--- src/rtl/l1d_pkg.sv ---
// Shared L1D tag-controller definitions: default address-field widths, FSM states,
// and the line-alignment helper used to form refill addresses.
package l1d_pkg;

  localparam int L1D_ADDR_W     = 32;
  localparam int L1D_TAG_W      = 20;
  localparam int L1D_NUM_SETS   = 64;
  localparam int L1D_NUM_WAYS   = 4;
  localparam int L1D_IDX_W      = $clog2(L1D_NUM_SETS);
  localparam int L1D_WAY_W      = $clog2(L1D_NUM_WAYS);
  localparam int L1D_OFF_W      = L1D_ADDR_W - L1D_TAG_W - L1D_IDX_W;
  localparam int L1D_MAX_ADDR_W = 64;

  typedef enum logic [2:0] {
    IDLE,
    LOOKUP,
    REFILL,
    UPDATE,
    RESP
  } l1d_state_t;

  // Clears the byte-offset bits; callers size the result back to their address width.
  function automatic logic [L1D_MAX_ADDR_W-1:0] line_align(
    input logic [L1D_MAX_ADDR_W-1:0] addr,
    input int                        off_w
  );
    logic [L1D_MAX_ADDR_W-1:0] mask;
    mask = '1;
    mask = mask << off_w;
    return addr & mask;
  endfunction

endpackage

--- src/rtl/l1_plru_tree.sv ---
// Per-set tree pseudo-LRU state: touch updates the path to point away from a way,
// victim follows the bits from the root (0 = lower half); single-cycle update, no stalls.
module l1_plru_tree
  import l1d_pkg::*;
#(
  parameter int NUM_SETS = L1D_NUM_SETS,
  parameter int NUM_WAYS = L1D_NUM_WAYS,
  localparam int IDX_W   = $clog2(NUM_SETS),
  localparam int WAY_W   = $clog2(NUM_WAYS)
) (
  input  logic             clk,
  input  logic             rst,
  input  logic             touch_en,
  input  logic [IDX_W-1:0] touch_idx,
  input  logic [WAY_W-1:0] touch_way,
  input  logic [IDX_W-1:0] rd_idx,
  output logic [WAY_W-1:0] victim
);

  logic [NUM_WAYS-2:0] tree_q [NUM_SETS];
  logic [NUM_WAYS-2:0] touch_mask;
  logic [NUM_WAYS-2:0] touch_val;

  // Heap numbering: root is node 1, children of n are 2n and 2n+1, bit n lives at n-1.
  always_comb begin
    int               node;
    logic [WAY_W-1:0] sh;
    logic [NUM_WAYS-2:0] bit_l;
    touch_mask = '0;
    touch_val  = '0;
    node       = 0;
    sh         = '0;
    bit_l      = '0;
    for (int l = 0; l < WAY_W; l++) begin
      node       = (NUM_WAYS + int'(touch_way)) >> (WAY_W - l);
      bit_l      = (NUM_WAYS-1)'(1) << (node - 1);
      sh         = touch_way >> (WAY_W - 1 - l);
      touch_mask = touch_mask | bit_l;
      touch_val  = touch_val | ({(NUM_WAYS-1){~sh[0]}} & bit_l);
    end
  end

  always_comb begin
    int                  node;
    logic [NUM_WAYS-2:0] sh;
    node = 1;
    sh   = '0;
    for (int l = 0; l < WAY_W; l++) begin
      sh   = tree_q[rd_idx] >> (node - 1);
      node = 2 * node + int'(sh[0]);
    end
    victim = WAY_W'(node - NUM_WAYS);
  end

  always_ff @(posedge clk or posedge rst) begin
    if (rst) begin
      for (int s = 0; s < NUM_SETS; s++) begin
        tree_q[s] <= '0;
      end
    end else if (touch_en) begin
      tree_q[touch_idx] <= (tree_q[touch_idx] & ~touch_mask) | (touch_val & touch_mask);
    end
  end

endmodule

--- src/rtl/l1_tag_ctrl.sv ---
// L1D tag controller: hit resp 2 cycles after accept, miss resp 2 cycles after refill_ack; req_ready only in IDLE, no resp backpressure.
// Replacement: global round-robin pointer by default, tree pseudo-LRU when L1D_PLRU_EN is defined.
module l1_tag_ctrl
  import l1d_pkg::*;
#(
  parameter int ADDR_W   = L1D_ADDR_W,
  parameter int TAG_W    = L1D_TAG_W,
  parameter int NUM_SETS = L1D_NUM_SETS,
  parameter int NUM_WAYS = L1D_NUM_WAYS,
  localparam int IDX_W   = $clog2(NUM_SETS),
  localparam int WAY_W   = $clog2(NUM_WAYS),
  localparam int OFF_W   = ADDR_W - TAG_W - IDX_W
) (
  input  logic                      clk,
  input  logic                      rst,
  input  logic                      req_valid,
  output logic                      req_ready,
  input  logic [ADDR_W-1:0]         req_addr,
  output logic                      resp_valid,
  output logic                      resp_hit,
  output logic [WAY_W-1:0]          resp_way,
  output logic                      refill_req_valid,
  output logic [ADDR_W-1:0]         refill_req_addr,
  input  logic                      refill_ack,
  output logic                      ta_we,
  output logic [IDX_W-1:0]          ta_index,
  output logic [WAY_W-1:0]          ta_way,
  output logic [TAG_W-1:0]          ta_tag,
  input  logic [TAG_W*NUM_WAYS-1:0] ta_tag_in,
  input  logic [NUM_WAYS-1:0]       ta_valid_in
);

  l1d_state_t        state_q, state_d;
  logic [ADDR_W-1:0] lat_addr_q;
  logic [TAG_W-1:0]  lat_tag;
  logic [WAY_W-1:0]  fill_way_q;

  logic              hit;
  logic [WAY_W-1:0]  hit_way;
  logic              any_inv;
  logic [WAY_W-1:0]  inv_way;
  logic [WAY_W-1:0]  policy_way;
  logic [WAY_W-1:0]  victim_way;

  assign lat_tag   = lat_addr_q[ADDR_W-1 -: TAG_W];
  assign ta_index  = lat_addr_q[OFF_W +: IDX_W];
  assign req_ready = (state_q == IDLE);

  // Scan from the top so the lowest matching / invalid way is the one left standing.
  always_comb begin
    hit     = 1'b0;
    hit_way = '0;
    any_inv = 1'b0;
    inv_way = '0;
    for (int w = NUM_WAYS - 1; w >= 0; w--) begin
      if (ta_valid_in[w] && (ta_tag_in[w*TAG_W +: TAG_W] == lat_tag)) begin
        hit     = 1'b1;
        hit_way = WAY_W'(w);
      end
      if (!ta_valid_in[w]) begin
        any_inv = 1'b1;
        inv_way = WAY_W'(w);
      end
    end
  end

  assign victim_way = any_inv ? inv_way : policy_way;

`ifdef L1D_PLRU_EN
  logic             plru_touch_en;
  logic [WAY_W-1:0] plru_touch_way;

  assign plru_touch_en  = ((state_q == LOOKUP) && hit) || (state_q == UPDATE);
  assign plru_touch_way = (state_q == UPDATE) ? fill_way_q : hit_way;

  l1_plru_tree #(
    .NUM_SETS (NUM_SETS),
    .NUM_WAYS (NUM_WAYS)
  ) u_plru (
    .clk       (clk),
    .rst       (rst),
    .touch_en  (plru_touch_en),
    .touch_idx (ta_index),
    .touch_way (plru_touch_way),
    .rd_idx    (ta_index),
    .victim    (policy_way)
  );
`else
  logic [WAY_W-1:0] rr_ptr_q;
  logic             used_policy_q;

  assign policy_way = rr_ptr_q;

  // The pointer only advances when every way was valid, so cold fills do not skew it.
  always_ff @(posedge clk or posedge rst) begin
    if (rst) begin
      rr_ptr_q      <= '0;
      used_policy_q <= 1'b0;
    end else begin
      if (state_q == LOOKUP) begin
        used_policy_q <= !hit && !any_inv;
      end
      if ((state_q == UPDATE) && used_policy_q) begin
        rr_ptr_q <= rr_ptr_q + WAY_W'(1);
      end
    end
  end
`endif

  always_comb begin
    state_d = state_q;
    case (state_q)
      IDLE:    if (req_valid) state_d = LOOKUP;
      LOOKUP:  state_d = hit ? RESP : REFILL;
      REFILL:  if (refill_ack) state_d = UPDATE;
      UPDATE:  state_d = RESP;
      RESP:    state_d = IDLE;
      default: state_d = IDLE;
    endcase
  end

  always_ff @(posedge clk or posedge rst) begin
    if (rst) begin
      state_q          <= IDLE;
      lat_addr_q       <= '0;
      fill_way_q       <= '0;
      resp_valid       <= 1'b0;
      resp_hit         <= 1'b0;
      resp_way         <= '0;
      refill_req_valid <= 1'b0;
      refill_req_addr  <= '0;
      ta_we            <= 1'b0;
      ta_way           <= '0;
      ta_tag           <= '0;
    end else begin
      state_q          <= state_d;
      resp_valid       <= (state_d == RESP);
      refill_req_valid <= (state_d == REFILL);
      ta_we            <= (state_d == UPDATE);

      if ((state_q == IDLE) && req_valid) begin
        lat_addr_q <= req_addr;
      end

      if ((state_q == LOOKUP) && hit) begin
        resp_hit <= 1'b1;
        resp_way <= hit_way;
      end

      if ((state_q == LOOKUP) && !hit) begin
        fill_way_q      <= victim_way;
        refill_req_addr <= ADDR_W'(line_align(L1D_MAX_ADDR_W'(lat_addr_q), OFF_W));
      end

      if ((state_q == REFILL) && refill_ack) begin
        ta_way <= fill_way_q;
        ta_tag <= lat_tag;
      end

      if (state_q == UPDATE) begin
        resp_hit <= 1'b0;
        resp_way <= fill_way_q;
      end
    end
  end

endmodule
--- config.mk ---
export PLATFORM = sky130hd
export DESIGN_NAME = l1_tag_ctrl
export DESIGN_NICKNAME = d
export VERILOG_FILES = /design/src/rtl/l1d_pkg.sv /design/src/rtl/l1_plru_tree.sv /design/src/rtl/l1_tag_ctrl.sv
export SDC_FILE = /design/constraint.sdc
export NUM_CORES = 1
export LEC_CHECK = 0
export CORE_ASPECT_RATIO = 0.9
export CORE_MARGIN = 2
export CORE_UTILIZATION = 39
export CTS_CLUSTER_DIAMETER = 30
export DETAILED_ROUTE_END_ITERATION = 10
export PLACE_DENSITY = 0.87
export SLEW_MARGIN = 20
export SYNTH_ARGS = -nofsm -noshare
export SYNTH_HDL_FRONTEND = slang
export SYNTH_SLANG_ARGS = --single-unit
--- constraint.sdc ---
create_clock -name clk -period 2.3 [get_ports clk]
set_input_delay 0.23 -clock clk [delete_from_list [all_inputs] [get_ports clk]]
set_output_delay 0.23 -clock clk [all_outputs]
set_load 0.02 [all_outputs]
# Yosys cells after proc, flatten, opt, wreduce, memory -nomap -nowiden
# Index checks and enable logic that the tools add are counted.
[totals] ff_bits=94 in_bits=120 output_inout_bits=67 word_cells=63
[op_classes] n_addsub=1 eq_ne=10 mux=25 reduce_logical=14
[ops] operator="$eq 20x20->1" n=4
[ops] operator="$mux 2" n=11
[ops] operator="$eq 3x2->1 const B" n=4
[ops] operator="$pmux 3 s4" n=1
[ops] operator="$logic_and 1x1->1" n=10
[ops] operator="$mux 1" n=10
[ops] operator="$mux 3" n=3
[ops] operator="$eq 3x1->1 const B" n=1
[ops] operator="$eq 3x3->1 const B" n=1
[ops] operator="$logic_not 3->1" n=1
[ops] operator="$add 2x1->2 const B" n=1
[ops] operator="$logic_not 1->1" n=2
[ops] operator="$reduce_bool 2->1" n=1

# Longest topological paths before layout
# Gate-level depths: netlist of run 1.
[depth] depth_word=9 mapped_depth=10 depth_no_buf=7

# Worst setup path before layout of run 1
# Ideal clock, no wire load.
[synth_timing] path_type="reg-to-reg" startpoint="register lat_addr_q[24]" endpoint="register refill_req_addr[15]" setup_ns=0.125 arrival_ns=2.301 t_required_ns=2.175 path_slack_ns=-0.126 path_stages_with_launch=11 n_path_buf=3 period_less_slack_ns=2.426 path_cell_list="dfrtp_1 -> buf_6 -> xor2_1 -> nor4_1 -> nand4_1 -> nor4_2 -> and4bb_4 -> and2_4 -> buf_6 -> buf_12 -> mux2_4"
[synth_via] elab_chain_len=8 word_cells_on_any_way=14 cone_classes="4 x eq/ne; 4 x mux; 6 x reduce/logical"
[synth_rtl] element="from (decl)" line="l1_tag_ctrl.sv:34" source="logic [ADDR_W-1:0] lat_addr_q;"
[synth_rtl] element="from (signal assigned)" line="l1_tag_ctrl.sv:142" source="lat_addr_q <= req_addr;"
[synth_rtl] element="$eq 20x20->1" line="l1_tag_ctrl.sv:56" source="if (ta_valid_in[w] && (ta_tag_in[w*TAG_W +: TAG_W] == lat_tag)) begin"
[synth_rtl] element="$logic_and 1x1->1" line="l1_tag_ctrl.sv:56"
[synth_rtl] element="$mux 1 (3 in series)" line="l1_tag_ctrl.sv:56"
[synth_rtl] element="$mux 1 *" line="l1_tag_ctrl.sv:56"
[synth_rtl] element="$logic_not 1->1 *" line="l1_tag_ctrl.sv:150" source="if ((state_q == LOOKUP) && !hit) begin"
[synth_rtl] element="$logic_and 1x1->1 *" line="l1_tag_ctrl.sv:150"
[synth_rtl] element="to (signal assigned)" line="l1_tag_ctrl.sv:152" source="refill_req_addr <= ADDR_W'(line_align(L1D_MAX_ADDR_W'(lat_addr_q), OFF_W));"
[synth_rtl] element="to (decl)" line="l1_tag_ctrl.sv:23" source="output logic [ADDR_W-1:0] refill_req_addr,"
# Every way passes the cells marked *; elsewhere a longest branch is shown, timed or not.
# A chain may end at the register's enable or synchronous reset.

# Worst setup path in the final report of run 1
[layout_timing] startpoint="register lat_addr_q[28]" endpoint="register refill_req_addr[8]"
# Same word-level chain as after synthesis.

==> run_results.csv, run 1 <==
group,metric,value,unit
global_routing,antenna_found_initial,0,
global_routing,grt_pass1_vias,3871,
cells_and_area,final_core_util,61.4,%
yosys,synth_area,4570,sq um
drt,num_vias,3507,
global_routing,grt_max_degree,46,
global_routing,grt-ovfl-total,0,
sta,worstMarginPinSlew,0.583,ns
placed_design,io_buffer_count,174,
yosys,synthCells,359,
drt,drc_errors,0,
yosys,yosysTopAreaCell,"dfrtp_1",
cts,cts-buffers-inserted,9,
placed_design,gp_congestion,0.885,
hold_path,hold_class,"in2async",
cts,htreeDepth,3,
sta,worst_slack,-0.0998,ns
critical_path,cp_max_fo,7,
critical_path,startpoint_type,"flip-flop",
cells_and_area,mostFrequentLayoutCell,"clkdlybuf4s50_1",
die,core-area,11400,sq um
cts,cts.sinks,88,
drt,first_pass_iters,4,
yosys,synth_top_cell_area_share,48.2,%
critical_path,crit_path_end_kind,"flip-flop",
run_status,status,"finished, violations left",
job,cap_viol_max_count,0,
cts,tritoncts,"built",
sta,slew_headroom,61.1,%
cts,hold_buffers,0,
sta,slew_viol_final,0,
yosys,synth_area_leaders,"dfrtp_1 (48%), mux2_2 (14%), xnor2_1 (9.6%)",
yosys,seq_area_frac_synth,48.2,%
drt,wirelength,14.1,mm
cts,cts.path.max_buffers,2,
placed_design,dp_slack,-0.509,ns
die,die_height,107,um
drt,wire_per_inst,19.7,um
yosys,synth_cell_types,38,
critical_path,critPathArrivalTime,2.62,ns
sta,hold_viol,0,
power_and_ir_drop,p_per_area,1400,nW/um^2
cells_and_area,layout_common_cells,"clkdlybuf4s50_1 (174), dfrtp_1 (82), mux2_2 (56), xnor2_1 (49), buf_4 (45)",
power_and_ir_drop,leakage,2.86,nW
yosys,syn_avg_cell_area,12.7,sq um
cts,clkTransAtPathRegs,0.06,ns
sta,holdWs,0.427,ns
power_and_ir_drop,power.total,9.79,mW
cts,clk_latency,0.34,ns
critical_path,critPathKind,"reg2reg",
cells_and_area,num_antenna_cells,0,
global_routing,gr-usage-all-layers,22.8,%
sta,skew,0.00626,ns
drt,via_per_inst,4.88,
sta,period_minus_slack,2.40,ns
critical_path,cp_data_required_time,2.52,ns
critical_path,rr_worst_depth,8,
power_and_ir_drop,peakVddDrop,0.000577,V
die,start_util,40.0,%
sta,finalCritPeriodShare,104,%
cells_and_area,area_growth,53.5,%
die,ioPinCount,187,
die,rows,37,
cells_and_area,num-nets-final,677,
global_routing,grt_first_pass_wirelength,21.6,mm
yosys,yosys_warnings,0,
yosys,ys_seq_elements,88,
sta,tns,-1.93,ns
drt,ant_nets,0,
sta,rsz0062_at_grt,"true",
sta,setup_viol,28,
drt,drt_iter0_drc,118,
sta,clock.fmax,0.417,GHz
die,fp.dieW,118,um
cts,clockRootBuffer,"clkbuf_16",
run_status,violations,"setup timing",
placed_design,dp_hpwl,10.8,mm
die,die_area,12600,sq um
cells_and_area,drive_gt1_share,29.7,%
## kinds of logic after synthesis
kind of cell | share of synthesized area, %
AND/OR/NAND/NOR | 7.12
XOR/XNOR | 15.7
multiplexers | 20.3
buffers and inverters | 6.81
other | 0.0820
AO/OA/AOI/OAI | 1.86
flip-flops | 48.2
## through the flow
step	std cells	cell area, sq um
floorplan	364	4620
global placement	694	6570
detailed placement	694	6570
CTS	716	6940
global route	718	7020
finish	718	7020
## flip-flops by register name, indices dropped and copies added (netlist names)
register / count
fill_way_q: 2
lat_addr_q: 26
policy_way: 2
refill_req_addr: 26
refill_req_valid: 1
resp_hit: 1
resp_valid: 1
resp_way: 2
state_q: 3
ta_tag: 20
ta_way: 2
ta_we: 1
used_policy_q: 1
## worst max-delay path, stage by stage, from the launching register on
cell and delay (ns):
dfrtp_2 0.49, buf_4 0.17, xnor2_1 0.17, nand4_1 0.19
nor4_2 0.29, nand4_1 0.17, and4bb_4 0.26, and2_4 0.23
mux2_4 0.31
## metal layers
layer	wire [um]	vias to the layer above	global-route usage [%]
met5	0	-	0
met4	327	0	8.95
li1	-	1593	-
met3	870	24	5.43
met1	6000	1764	27.7
met2	6930	126	39.2
## final timing paths
| path | start | endpoint | slack [ns] |
|---|---|---|---|
| min in group clk | policy_way[1] | policy_way[1] | 0.49 |
| setup reg to reg | lat_addr_q[28] | refill_req_addr[8] | -0.1 |
| setup / recovery | lat_addr_q[28] | refill_req_addr[8] | -0.1 |
| hold reg to reg | policy_way[1] | policy_way[1] | 0.49 |
| max in group asynchronous | rst | lat_addr_q[22] | 1.42 |
| hold / removal | rst | ta_tag[0] | 0.43 |
## report_power, final
| group | total [mW] | internal [mW] | switching, mW |
|---|---|---|---|
| Sequential | 3.07 | 2.34 | 0.733 |
| Combinational | 5.30 | 2.92 | 2.37 |
| Clock | 1.43 | 0.832 | 0.596 |
| Total | 9.79 | 6.09 | 3.70 |
## what timing repair did
| action | in CTS | in global routing |
|---|---|---|
| resized for setup | 11 | 13 |
| pin swaps | 5 | 7 |
| gates cloned | 3 | 0 |
| endpoints found under the hold margin | 0 | 0 |
| setup endpoints to repair | 31 | 36 |
| setup buffers | 3 | 2 |
## area by class of cell
| class | instances | area [sq um] |
|---|---|---|
| multi-input combinational | 232 | 2210 |
| clock inverter | 7 | 62.6 |
| inverter | 6 | 26.3 |
| sequential | 88 | 2210 |
| timing repair buffer | 220 | 2090 |
| clock buffer | 9 | 225 |
| fill | 918 | 4420 |
| tap | 156 | 195 |
## Yosys cell counts (all sizes together)
library cell  number
clkbuf            11
a311oi             1
or2                1
o21bai             1
nor3               4
nor4              11
nor4b              1
o211ai             1
nand2b             1
o21ai              2
a2bb2oi            1
nor2               5
and4bb             1
xor2              32
dfrtp             88
and2               2
or2b               1
inv                6
nor2b              1
a21oi              4
mux2i              1
a21boi             1
nand4             14
xnor2             50
conb               1
mux2              75
o21a               1
buf               30
a21o               1
nand3              6
nand2              4
(Power assumes the default switching activity.)
==> run 2: changes to the inputs <==
--- a/config.mk
+++ b/config.mk
@@ -10,6 +10,7 @@
 export CORE_UTILIZATION = 39
 export CTS_CLUSTER_DIAMETER = 30
 export DETAILED_ROUTE_END_ITERATION = 10
+export GPL_TIMING_DRIVEN = 1
 export PLACE_DENSITY = 0.87
 export SLEW_MARGIN = 20
 export SYNTH_ARGS = -nofsm -noshare
==> results of run 2 <==
The final DEF is identical to that of run 1; final timing and power are the same.
